### config.mk
export PLATFORM = sky130hd
export DESIGN_NAME = request_latch
export DESIGN_NICKNAME = d
export VERILOG_FILES = /design/src/rtl/request_latch.sv
export SDC_FILE = /design/constraint.sdc
export NUM_CORES = 1
export LEC_CHECK = 0
export CAP_MARGIN = 20
export CORE_ASPECT_RATIO = 1.75
export CORE_MARGIN = 10
export CORE_UTILIZATION = 60
export DETAILED_ROUTE_END_ITERATION = 10
export PLACE_DENSITY = 0.95
export SYNTH_ARGS = -nofsm -noshare
export SYNTH_HDL_FRONTEND = slang
export SYNTH_SLANG_ARGS = --single-unit
### constraint.sdc
create_clock -name clk -period 13.7 [get_ports clk]
set_input_delay 1.37 -clock clk [delete_from_list [all_inputs] [get_ports clk]]
set_output_delay 1.37 -clock clk [all_outputs]
set_load 0.005 [all_outputs]
### src/rtl/request_latch.sv
// request_latch
//
// Clocked button-request block for the elevator controller. Every cabin and
// hall button is synchronised, debounced and turned into a single press
// event. Each press latches a request bit. The bit stays set until the
// motion/door controller clears it through the matching inactivate vector.
//
// The block also reports:
//   - whether requests are pending at, above or below the cabin position
//   - the total number of pending requests
//   - a one-cycle pulse whenever a new request is registered
//
// Ports
//   clk                        system clock, rising edge
//   reset                      asynchronous, active-low reset
//   btn_in                     raw cabin buttons, one per level
//   btn_up_out                 raw hall "up" buttons, one per level
//   btn_down_out               raw hall "down" buttons, one per level
//   inactivate_in_levels       synchronous clear of cabin requests
//   inactivate_out_up_levels   synchronous clear of hall "up" requests
//   inactivate_out_down_levels synchronous clear of hall "down" requests
//   current_level              cabin floor, synchronous to clk
//   active_in_levels           latched cabin requests
//   active_out_up_levels       latched hall "up" requests (top level is always 0)
//   active_out_down_levels     latched hall "down" requests (bottom level is always 0)
//   request_here               a request is pending at current_level
//   request_above              a request is pending above current_level
//   request_below              a request is pending below current_level
//   pending_count              number of latched requests
//   new_request                one-cycle pulse after a request bit is newly set

module request_latch #(
    parameter int LEVELS   = 8,
    parameter int LEVEL_W  = 3,
    parameter int DEBOUNCE = 4,
    parameter int CNT_W    = 5
) (
    input  logic               clk,
    input  logic               reset,
    input  logic [LEVELS-1:0]  btn_in,
    input  logic [LEVELS-1:0]  btn_up_out,
    input  logic [LEVELS-1:0]  btn_down_out,
    input  logic [LEVELS-1:0]  inactivate_in_levels,
    input  logic [LEVELS-1:0]  inactivate_out_up_levels,
    input  logic [LEVELS-1:0]  inactivate_out_down_levels,
    input  logic [LEVEL_W-1:0] current_level,
    output logic [LEVELS-1:0]  active_in_levels,
    output logic [LEVELS-1:0]  active_out_up_levels,
    output logic [LEVELS-1:0]  active_out_down_levels,
    output logic               request_here,
    output logic               request_above,
    output logic               request_below,
    output logic [CNT_W-1:0]   pending_count,
    output logic               new_request
);

    // All three button groups are handled as one flat vector:
    // bits [LEVELS-1:0] are the cabin buttons, the next LEVELS bits are
    // hall up, and the top LEVELS bits are hall down.
    localparam int         N       = 3 * LEVELS;
    localparam logic [3:0] DB_LAST = 4'(DEBOUNCE - 1);

    logic [N-1:0]     raw;
    logic [N-1:0]     clr;
    logic [N-1:0]     keep;
    logic [N-1:0]     sync_q;
    logic [N-1:0]     s_q;
    logic [N-1:0]     f_q;
    logic [N-1:0]     f_dly_q;
    logic [3:0]       cnt_q [N];
    logic [N-1:0]     press;
    logic [N-1:0]     act_q;
    logic [N-1:0]     act_nxt;
    logic [CNT_W-1:0] count_q;
    logic [CNT_W-1:0] count_nxt;
    logic             rose_q;
    logic             new_request_q;
    int               cur_idx;
    logic             level_any;

    assign raw = {btn_down_out, btn_up_out, btn_in};
    assign clr = {inactivate_out_down_levels, inactivate_out_up_levels, inactivate_in_levels};

    always_ff @(posedge clk or negedge reset) begin
        if (!reset) begin
            sync_q <= '0;
            s_q    <= '0;
        end else begin
            sync_q <= raw;
            s_q    <= sync_q;
        end
    end

    // The counter only advances while the synchronised input disagrees with
    // the filtered level. Any sample that agrees again restarts it, so short
    // glitches never reach the filtered level.
    always_ff @(posedge clk or negedge reset) begin
        if (!reset) begin
            f_q     <= '0;
            f_dly_q <= '0;
            for (int i = 0; i < N; i++) begin
                cnt_q[i] <= '0;
            end
        end else begin
            f_dly_q <= f_q;
            for (int i = 0; i < N; i++) begin
                if (s_q[i] == f_q[i]) begin
                    cnt_q[i] <= '0;
                end else if (cnt_q[i] == DB_LAST) begin
                    f_q[i]   <= s_q[i];
                    cnt_q[i] <= '0;
                end else begin
                    cnt_q[i] <= cnt_q[i] + 4'd1;
                end
            end
        end
    end

    // A press exists only on the single cycle where the filtered level rises.
    // A clear in that same cycle therefore consumes the press for good.
    // Hall up on the top floor and hall down on the bottom floor can never latch.
    always_comb begin
        keep                = '1;
        keep[2*LEVELS-1]    = 1'b0;
        keep[2*LEVELS]      = 1'b0;
        press               = f_q & ~f_dly_q;
        act_nxt             = (act_q | press) & ~clr & keep;
        count_nxt           = '0;
        for (int i = 0; i < N; i++) begin
            count_nxt = count_nxt + CNT_W'(act_nxt[i]);
        end
    end

    // new_request is delayed one stage behind the rise of an active bit, so
    // it fires on the edge after the bit becomes visible.
    always_ff @(posedge clk or negedge reset) begin
        if (!reset) begin
            act_q         <= '0;
            count_q       <= '0;
            rose_q        <= 1'b0;
            new_request_q <= 1'b0;
        end else begin
            act_q         <= act_nxt;
            count_q       <= count_nxt;
            rose_q        <= |(act_nxt & ~act_q);
            new_request_q <= rose_q;
        end
    end

    always_comb begin
        request_here  = 1'b0;
        request_above = 1'b0;
        request_below = 1'b0;
        level_any     = 1'b0;
        cur_idx       = int'(current_level);
        if (cur_idx < LEVELS) begin
            for (int i = 0; i < LEVELS; i++) begin
                level_any = act_q[i] | act_q[LEVELS+i] | act_q[2*LEVELS+i];
                if (i == cur_idx) begin
                    request_here = request_here | level_any;
                end else if (i > cur_idx) begin
                    request_above = request_above | level_any;
                end else begin
                    request_below = request_below | level_any;
                end
            end
        end
    end

    assign active_in_levels       = act_q[LEVELS-1:0];
    assign active_out_up_levels   = act_q[2*LEVELS-1:LEVELS];
    assign active_out_down_levels = act_q[3*LEVELS-1:2*LEVELS];
    assign pending_count          = count_q;
    assign new_request            = new_request_q;

endmodule

==> metrics.md, run 1 <==
| Metric | Value |
|---|---|
| Cell Area, Synth | `8386 µm²` |
| Startpoint types | `input port` |
| Detailed Route Iter0 Violations | `384` |
| Vias in the first global route | `6322` |
| CP Max Fanout | `2` |
| Placeable Area | `13840 µm²` |
| Distinct cells, synth | `38` |
| Lkg Pwr | `4.583 nW` |
| Total Wirelength | `19.95 mm` |
| Postcts setup bufs | `0` |
| Post-route ant nets | `0` |
| WS Path Type | `in -> reg` |
| Async SR Flop Fraction | `1.000` |
| Vias | `5569` |
| Ys Warns | `0` |
| Final Non-Filler Cells | `948` |
| CTS buffer count | `19` |
| Layout Skew | `0.01034 ns` |
| Hold-fix buffers, CTS | `0` |
| Chip width | `109.4 µm` |
| Status | `finished, final reports clean` |
| Top FF cell, synth | `dfrtp_1` |
| Fin crit share | `0.3968` |
| DRC Markers | `0` |
| Clock Latency Late Sink | `0.48 ns` |
| CTS resizes | `0` |
| Site Rows | `57` |
| Final setup violation count | `0` |
| Die ar. | `19290 µm²` |
| Share of the synthesized area in the top cell type | `0.6118` |
| Max-cap viol count | `0` |
| Dpl cells | `915` |
| Number of synthesized flops with an enable pin | `0` |
| CP Launch Point | `inactivate_in_levels[3]` |
| Final Instance Area | `10020 µm²` |
| First-pass DRT Iterations | `5` |
| Register area share after synthesis | `0.6118` |
| Slew Viols, Final | `0` |
| CP required | `14.07 ns` |
| Worst setup EP type | `register` |
| DIE HEIGHT | `176.4 µm` |
| Min Hold Slack | `0.3446 ns` |
| Least-Margin Pin Slew | `0.8760 ns` |
| Layout net count | `857` |
| Initial Util | `0.6061` |
| Achievable Freq | `184.0 MHz` |
| Clk pin slew, worst setup/hold paths | `0.07 ns` |
| Power Density | `239.8 nW/µm²` |
| Avg Inst Size Synth | `12.71 µm²` |
| Synth area leaders | `dfrtp_1 61%, ha_1 4.3%, fa_1 3.6%` |
| Total Power | `2.403 mW` |
| Slew HR | `0.4160` |
| Wire per inst | `21.05 µm` |
| Final setup TNS | `0 ns` |
| Initial antenna violation count | `0` |
| Final core occ | `0.7243` |
| Inserted Diodes | `0` |
| Cell accounting for the most synthesized area | `dfrtp_1` |
| Share of cells above drive strength 1 | `0.08949` |
| HP Class | `reg -> reg` |
| Reg2reg start | `f_q[17]$_DFFE_PN0P_` |
| RePlAce Congestion | `0.8474` |
| Final hold vios | `0` |
| Clock tree buffer depth | `3` |
| First-pass GRT wire length | `31.57 mm` |
| HP Start | `sync_q[13]$_DFF_PN0_` |
| Final HPWL DP | `13.47 mm` |
| CTS sink cnt | `205` |
| CTS tree | `done` |
| Global-route usage over all layers | `0.2079` |
| Seq cells post-synth | `205` |
| Cells after synthesis | `660` |
| Final worst setup slack | `8.264 ns` |
| Top Ports | `86` |
| Layout area overhead | `19.50%` |
| Vias/cell | `5.874` |
| Pre-CTS WS | `7.838 ns` |
| Period minus WS final | `5.436 ns` |
| Buffers added on ports | `79` |
| Root Driver | `clkbuf_16` |
| Largest net degree at the start of global routing | `116` |
| Worst vdd ir | `0.1762 mV` |
| Crit path DAT | `5.81 ns` |
| Remaining Overflow, GRT | `0` |
| H-tree Lvls | `1` |
| RSZ-0062 raised after global routing | `false` |
| Dpl cell area | `9394 µm²` |
## path summary, 6_finish.rpt
| check | to | slack [ns] | cells after the start |
|---|---|---|---|
| min | s_q[13]$_DFF_PN0_ | 0.34 | 0 |
| max | pending_count[4]$_DFF_PN0_ | 8.26 | 13 |
| max reg2reg | pending_count[4]$_DFF_PN0_ | 8.97 | 15 |
| min in group asynchronous | sync_q[5]$_DFF_PN0_ | 0.99 | 1 |
| min reg2reg | s_q[13]$_DFF_PN0_ | 0.34 | 0 |
| max in group asynchronous | cnt_q[91]$_DFF_PN0_ | 11.49 | 3 |
## power by group
part	leakage [nW]	total [mW]	switching, mW	internal, mW
combinational	1.70	0.960	0.511	0.449
sequential	2.59	0.921	0.150	0.771
clock	0.291	0.521	0.222	0.300
total	4.58	2.40	0.883	1.52
## worst max-delay path, stage by stage
cell,delay [ns]
clkdlybuf4s50_1,0.44
or2_2,0.35
fa_1,0.54
fa_1,0.42
inv_1,0.11
fa_1,0.48
fa_1,0.56
inv_1,0.06
fa_1,0.54
inv_1,0.07
fa_1,0.47
a21o_1,0.20
a21o_1,0.19
## metal layers
layer	vias to the layer above	routed length (µm)	track usage
li1	2425	-	-
met1	2793	6401	0.2024
met2	257	10890	0.3762
met3	94	1477	0.05148
met4	0	1186	0.1275
met5	-	0	0
## synth_stat cells, drive strengths merged (2+ instances only)
cell,count
mux4,2
inv,49
nand3,25
o21ai,4
nand2,6
or2,10
nor4,3
a21o,4
ha,29
buf,2
mux2,24
a21oi,37
nor3,28
o21bai,3
nor2b,31
nand2b,20
xnor2,23
o211ai,4
nand3b,20
xor2,23
dfrtp,205
nor2,46
fa,15
nor3b,22
nor4b,12
a22oi,2
## area by class of cell
cell class / instances / area, µm²
flip-flops and latches: 205 / 5130
fillers: 793 / 3815
multi-input cells: 404 / 3057
repair buffers: 81 / 829.5
clock buffers: 25 / 508.0
well taps: 177 / 221.5
inverters: 49 / 183.9
clock inverters: 7 / 91.34
## cells in the final DEF (no fill, tap or decap), types with 3 or more instances in the layout
| cell | n |
|---|---|
| nand3b_1 | 20 |
| inv_1 | 49 |
| o211ai_1 | 4 |
| nor2b_1 | 31 |
| xor2_1 | 23 |
| o21bai_1 | 3 |
| ha_1 | 29 |
| nor2_1 | 46 |
| dfrtp_1 | 205 |
| nor3_1 | 27 |
| o21ai_0 | 4 |
| fa_1 | 15 |
| xnor2_1 | 23 |
| clkbuf_1 | 5 |
| clkinv_2 | 3 |
| nor4b_1 | 12 |
| clkbuf_16 | 19 |
| nand2b_1 | 20 |
| nor3b_1 | 22 |
| nand3_1 | 25 |
| nand2_1 | 6 |
| clkdlybuf4s50_1 | 78 |
| or2_2 | 10 |
| a21oi_1 | 37 |
| a21o_1 | 4 |
| nor4_1 | 3 |
| mux2_2 | 24 |
## sequential cells by signal (all words and copies together), names as in the netlist
register and count:
rose_q 1, sync_q 22, new_request 1, act_q 22, s_q 22, pending_count 5
f_dly_q 22, cnt_q 88, f_q 22
## cells by family after synthesis
family	after synthesis	share of synthesized area
AND/OR/NAND/NOR	225	0.1549
XOR/XNOR	46	0.04804
buffers and inverters	52	0.02417
multiplexers	27	0.03879
other	1	0.0004472
AO/OA/AOI/OAI	60	0.04282
adder cells (fa/ha/maj)	44	0.07908
flip-flops	205	0.6118
Power figures use the tool's default switching activity.
==> run 2: changes to the inputs <==
Settings changed: CORE_UTILIZATION 60 to 51, PLACE_DENSITY 0.95 to 0.88.
Clock period 13.7 ns to 4.7 ns, I/O delays scaled along.
==> run 2 against run 1 <==
Worst hold slack worse by 0.23 ns. Non-clock buffer count is 8 higher. Via count shrank 5.5%. Routed wire length down 16%.
==> metrics.md, run 2 (synthesized netlist as in run 1, its figures left out) <==
| Metric | Value |
|---|---|
| Final core occ | `0.6197 (-0.1045)` |
| Fillers | `1209 (+52%)` |
| Crit path DAT | `4.87 ns (-0.94 ns)` |
| Achievable Freq | `222.3 MHz` |
| Buffers added on ports | `79 (unchanged)` |
| Remaining Overflow, GRT | `0 (unchanged)` |
| Slew HR | `0.3351 (-0.08093)` |
| Least-Margin Pin Slew | `0.9974 ns (+0.1214 ns)` |
| First-pass GRT wire length | `27.51 mm (-13%)` |
| Initial Util | `0.5147 (-0.09133)` |
| Total Wirelength | `16.72 mm (-16%)` |
| Initial antenna violation count | `1 (+1)` |
| Clk pin slew, worst setup/hold paths | `0.06 ns (about the same)` |
| Most frequent cells in the layout | `205 x dfrtp_1, 78 x clkdlybuf4s50_1, 49 x inv_1` |
| Int Power | `4.502 mW (+200%)` |
| Dpl cell area | `9465 µm² (+0.76%)` |
| Slew Viols, Final | `0 (unchanged)` |
| Final hold vios | `0 (unchanged)` |
| Root Driver | `clkbuf_16` |
| Vias/cell | `5.422 (-7.7%)` |
| Period minus WS final | `4.497 ns` |
| Vias | `5265 (-5.5%)` |
| Die ar. | `22170 µm² (+15%)` |
| Final setup violation count | `0 (unchanged)` |
| Clock power share | `0.218 (about the same)` |
| Final Instance Area | `10100 µm² (+0.75%)` |
| Sw Share | `0.3499 (-0.01769)` |
| Detailed Route Iter0 Violations | `271 (-29%)` |
| Post-route ant nets | `0 (unchanged)` |
| Net Switching | `2.423 mW (+170%)` |
| WS Path Type | `reg -> reg` |
| Status | `finished, final reports clean` |
| HP Class | `in -> async` |
| Total Power | `6.925 mW (+190%)` |
| Reg2reg path depth | `16 (+1)` |
| Multi-input gate area | `3062 µm² (+0.16%)` |
| Layout net count | `865 (+0.93%)` |
| Logic pwr share | `0.401 (about the same)` |
| CTS sink cnt | `205 (unchanged)` |
| Final HPWL DP | `12.34 mm (-8.3%)` |
| Worst vdd ir | `0.3353 mV (+90%)` |
| Layout Skew | `0.01064 ns (+0.0003029 ns)` |
| DIE HEIGHT | `189.6 µm (+7.5%)` |
| Lkg Pwr | `4.619 nW (+0.78%)` |
| Wire per inst | `17.22 µm (-18%)` |
| Sequential Power Share | `0.380 (-0.003)` |
| Biggest register | `cnt_q` |
| Share of cells above drive strength 1 | `0.1003 (+0.01076)` |
| Fin crit share | `0.9569` |
| Layout area overhead | `20.40%` |
| Top Ports | `86 (unchanged)` |
| CTS buffer count | `19 (unchanged)` |
| Dpl cells | `937 (+2.4%)` |
| FF/Latch Area | `5130 µm² (unchanged)` |
| Global-route usage over all layers | `0.1552 (-0.05265)` |
| Final setup TNS | `0 ns (unchanged)` |
| Max-cap viol count | `0 (unchanged)` |
| Worst setup EP type | `register` |
| Clock tree buffer depth | `3 (unchanged)` |
| Vias in the first global route | `5630 (-11%)` |
| CP Max Fanout | `4 (+2)` |
| Chip width | `116.9 µm (+6.9%)` |
| CP required | `5.07 ns (-9.00 ns)` |
| Startpoint types | `register` |
| Site Rows | `62 (+8.8%)` |
| Max reg flops | `88 (unchanged)` |
| Final Non-Filler Cells | `971 (+2.4%)` |
| DRC Markers | `0 (unchanged)` |
| Placeable Area | `16290 µm² (+18%)` |
| CTS tree | `done` |
| First-pass DRT Iterations | `4 (-1)` |
| Commonest non-fill, non-tap cell in the layout | `dfrtp_1` |
| Power Density | `685.9 nW/µm² (+190%)` |
| RePlAce Congestion | `0.8272 (-2.4%)` |
| Largest net degree at the start of global routing | `129 (+11%)` |
| Clock Latency Late Sink | `0.48 ns (about the same)` |
| H-tree Lvls | `1 (unchanged)` |
==> run 2: worst paths after layout <==
check / from / end / slack [ns]
hold / removal: reset / sync_q[10]$_DFF_PN0_ / 0.12
min in group clk: sync_q[22]$_DFF_PN0_ / s_q[22]$_DFF_PN0_ / 0.35
setup reg to reg: f_q[13]$_DFFE_PN0P_ / pending_count[4]$_DFF_PN0_ / 0.20
max in group asynchronous: reset / cnt_q[37]$_DFF_PN0_ / 3.48
setup / recovery: f_q[13]$_DFFE_PN0P_ / pending_count[4]$_DFF_PN0_ / 0.20
hold reg to reg: sync_q[22]$_DFF_PN0_ / s_q[22]$_DFF_PN0_ / 0.35
==> run 2: repair_timing <==
item                                    in CTS  in global routing
gates resized for setup                      0                  2
hold buffers                                 0                  0
endpoints found under the setup margin       0                  2
setup buffers                                0                  2
==> run 2: critical path, cell delays in order (launching register included) <==
cell     delay, ns
dfrtp_1       0.40
nor2b_1       0.21
nor2_1        0.07
nor2_2        0.15
inv_1         0.07
fa_1          0.47
inv_1         0.05
fa_1          0.47
inv_1         0.05
fa_1          0.46
fa_1          0.48
fa_1          0.49
inv_1         0.04
ha_1          0.20
fa_1          0.41
a21o_1        0.20
a21o_1        0.16
==> run 2: cell type report <==
| class | count | area share |
|---|---|---|
| multi-input combinational | 404 | 0.3033 |
| timing repair buffer | 89 | 0.08613 |
| clock inverter | 4 | 0.007188 |
| sequential | 205 | 0.5081 |
| tap | 192 | 0.02379 |
| inverter | 49 | 0.01822 |
| clock buffer | 27 | 0.05304 |
| antenna | 1 | 0.0002479 |
==> run 2: metal layers <==
| metal | GRT usage | part of all wire | vias to the layer above |
|---|---|---|---|
| met1 | 0.1707 | 0.36 | 2653 |
| met4 | 0.07020 | 0.038 | 0 |
| met3 | 0.02870 | 0.054 | 40 |
| met2 | 0.2789 | 0.55 | 129 |
| met5 | 0 | 0 | - |
| li1 | - | - | 2443 |
==> run 2: power groups by stage <==
| stage | clock, mW | sequential (mW) | combinational [mW] |
|---|---|---|---|
| floorplan | 0 | 2.55 | 1.81 |
| CTS | 1.55 | 2.63 | 2.82 |
| finish | 1.51 | 2.63 | 2.78 |
| global placement | 0 | 2.63 | 2.57 |
| global route | 1.62 | 2.69 | 3.15 |
| detailed placement | 0 | 2.66 | 2.73 |
==> run 2: metrics by stage <==
step / setup WS (ns) / hold slack [ns]
finish: 0.2026 / 0.1187
detailed placement: -0.1533 / 0.3347
CTS: 0.1018 / 0.1864
global route: -0.004388 / 0.2291
floorplan: 0.3175 / 0.1744
global placement: -0.1191 / 0.3322
==> run 3: changes to the inputs <==
Settings changed: SLEW_MARGIN set to 25.
==> run 3 against run 2 <==
Die area unchanged. Core utilization up 0.24 points. Critical path type unchanged. Sequential cell count stayed put.
==> metrics.md, run 3 (synthesized netlist as in run 1, its figures left out) <==
| Metric | Value |
|---|---|
| Status | `finished, final reports clean` |
| Max reg flops | `88 (unchanged)` |
| Clk pin slew, worst setup/hold paths | `0.06 ns (about the same)` |
| Lkg Pwr | `4.636 nW (+0.37%)` |
| Final Instance Area | `10130 µm² (+0.38%)` |
| Final hold vios | `0 (unchanged)` |
| CTS tree | `done` |
| DIE HEIGHT | `189.6 µm (unchanged)` |
| Logic pwr share | `0.402 (about the same)` |
| Placeable Area | `16290 µm² (unchanged)` |
| Fin crit share | `0.9689 (+0.01196)` |
| Initial Util | `0.5147 (unchanged)` |
| Vias/cell | `5.416 (-0.11%)` |
| Final setup TNS | `0 ns (unchanged)` |
| Layout Skew | `0.008133 ns (-0.002509 ns)` |
| Max-cap viol count | `0 (unchanged)` |
| Most frequent cells in the layout | `205 x dfrtp_1, 78 x clkdlybuf4s50_1, 49 x inv_1` |
| WS Path Type | `reg -> reg` |
| Clock power share | `0.218 (about the same)` |
| Global-route usage over all layers | `0.1552 (unchanged)` |
| Detailed Route Iter0 Violations | `273 (+0.74%)` |
| Fillers | `1208 (-0.083%)` |
| Net Switching | `2.441 mW (+0.75%)` |
| Final HPWL DP | `12.34 mm (unchanged)` |
| RePlAce Congestion | `0.8272 (unchanged)` |
| Site Rows | `62 (unchanged)` |
| Slew Viols, Final | `0 (unchanged)` |
| H-tree Lvls | `1 (unchanged)` |
| Largest net degree at the start of global routing | `129 (unchanged)` |
| Buffers added on ports | `79 (unchanged)` |
| Clock Latency Late Sink | `0.48 ns (about the same)` |
| First-pass GRT wire length | `27.51 mm (unchanged)` |
| Post-route ant nets | `0 (unchanged)` |
| Die ar. | `22170 µm² (unchanged)` |
| HP Class | `reg -> reg` |
| Layout net count | `867 (+0.23%)` |
| CTS sink cnt | `205 (unchanged)` |
| Root Driver | `clkbuf_16` |
| CP Max Fanout | `4 (unchanged)` |
| Remaining Overflow, GRT | `0 (unchanged)` |
| Initial antenna violation count | `1 (unchanged)` |
| Layout area overhead | `20.86%` |
| Total Wirelength | `17.02 mm (+1.8%)` |
| Worst vdd ir | `0.3431 mV (+2.3%)` |
| Worst setup EP type | `register` |
| Crit path DAT | `4.92 ns (+0.05 ns)` |
| Period minus WS final | `4.554 ns (+0.05619 ns)` |
| Wire per inst | `17.49 µm (+1.6%)` |
| DRC Markers | `0 (unchanged)` |
| First-pass DRT Iterations | `4 (unchanged)` |
| Sw Share | `0.3513 (+0.001441)` |
| Dpl cell area | `9465 µm² (unchanged)` |
| Power Density | `685.6 nW/µm² (about the same)` |
| Top Ports | `86 (unchanged)` |
| Clock tree buffer depth | `3 (unchanged)` |
| Achievable Freq | `219.6 MHz (-1.2%)` |
| Chip width | `116.9 µm (unchanged)` |
| Biggest register | `cnt_q` |
| CP required | `5.07 ns (about the same)` |
| Share of cells above drive strength 1 | `0.1013 (+0.001025)` |
| Sequential Power Share | `0.380 (about the same)` |
| Int Power | `4.508 mW (+0.11%)` |
| Vias | `5270 (+0.095%)` |
| Vias in the first global route | `5630 (unchanged)` |
| Total Power | `6.948 mW (+0.34%)` |
| CTS buffer count | `19 (unchanged)` |
| Startpoint types | `register` |
| Slew HR | `0.5530 (+0.2180)` |
| Least-Margin Pin Slew | `0.6653 ns (-0.3321 ns)` |
| Commonest non-fill, non-tap cell in the layout | `dfrtp_1` |
| Final setup violation count | `0 (unchanged)` |
run 3: what timing repair did:
action | 4_1_cts | 5_1_grt
setup endpoints to repair | 0 | 2
resized for setup | 0 | 2
endpoints found under the hold margin | 0 | 41
hold buffers | 0 | 1
setup buffers | 0 | 2
run 3: power groups by stage:
stage / combinational, mW / clock, mW / sequential, mW
2_1_floorplan: 1.81 / 0 / 2.55
3_3_place_gp: 2.57 / 0 / 2.63
3_5_place_dp: 2.73 / 0 / 2.66
4_1_cts: 2.82 / 1.55 / 2.63
5_1_grt: 3.17 / 1.62 / 2.69
6_report: 2.79 / 1.52 / 2.64
run 3: path summary, 6_finish.rpt:
check                      slack (ns)                          to            startpoint  depth (start not counted)
max                              0.15  pending_count[4]$_DFF_PN0_   f_q[13]$_DFFE_PN0P_                         16
min                              0.35           s_q[22]$_DFF_PN0_  sync_q[22]$_DFF_PN0_                          0
max reg2reg                      0.15  pending_count[4]$_DFF_PN0_   f_q[13]$_DFFE_PN0P_                         16
min reg2reg                      0.35           s_q[22]$_DFF_PN0_  sync_q[22]$_DFF_PN0_                          0
max in group asynchronous        3.41         cnt_q[37]$_DFF_PN0_                 reset                          3
min in group asynchronous        0.47          f_q[5]$_DFFE_PN0P_                 reset                          2
run 3: metal layers:
layer	vias up	wire, µm	global-route usage
li1	2450	-	-
met1	2662	6239	0.1707
met2	118	9306	0.2789
met3	40	857	0.02870
met4	0	617	0.07020
met5	-	0	0
run 3: layout make-up:
cell class,count,area (µm²),share of cell area
Antenna cell,1,2.502,0.0002469
Tap cell,192,240.2,0.02370
Sequential cell,205,5130,0.5062
Multi-Input combinational cell,404,3062,0.3021
Clock inverter,4,72.57,0.007161
Timing Repair Buffer,91,908.4,0.08963
Clock buffer,27,535.5,0.05284
Inverter,49,183.9,0.01815
run 3: stage by stage:
step,hold slack [ns],setup WS (ns),instances,util
3_5_place_dp,0.3347,-0.1533,937,0.5810
6_report,0.3471,0.1464,973,0.6221
4_1_cts,0.1864,0.1018,968,0.6184
3_3_place_gp,0.3322,-0.1191,937,0.5810
5_1_grt,0.3551,-0.03126,973,0.6221
2_1_floorplan,0.1744,0.3175,661,-
run 3: worst max-delay path: stages, from the launching register on:
cell	delay, ns
dfrtp_1	0.40
nor2b_1	0.23
nor2_1	0.08
nor2_2	0.16
inv_1	0.07
fa_1	0.47
inv_1	0.05
fa_1	0.47
inv_1	0.05
fa_1	0.46
fa_1	0.48
fa_1	0.49
inv_1	0.05
ha_1	0.20
fa_1	0.42
a21o_1	0.20
a21o_1	0.16
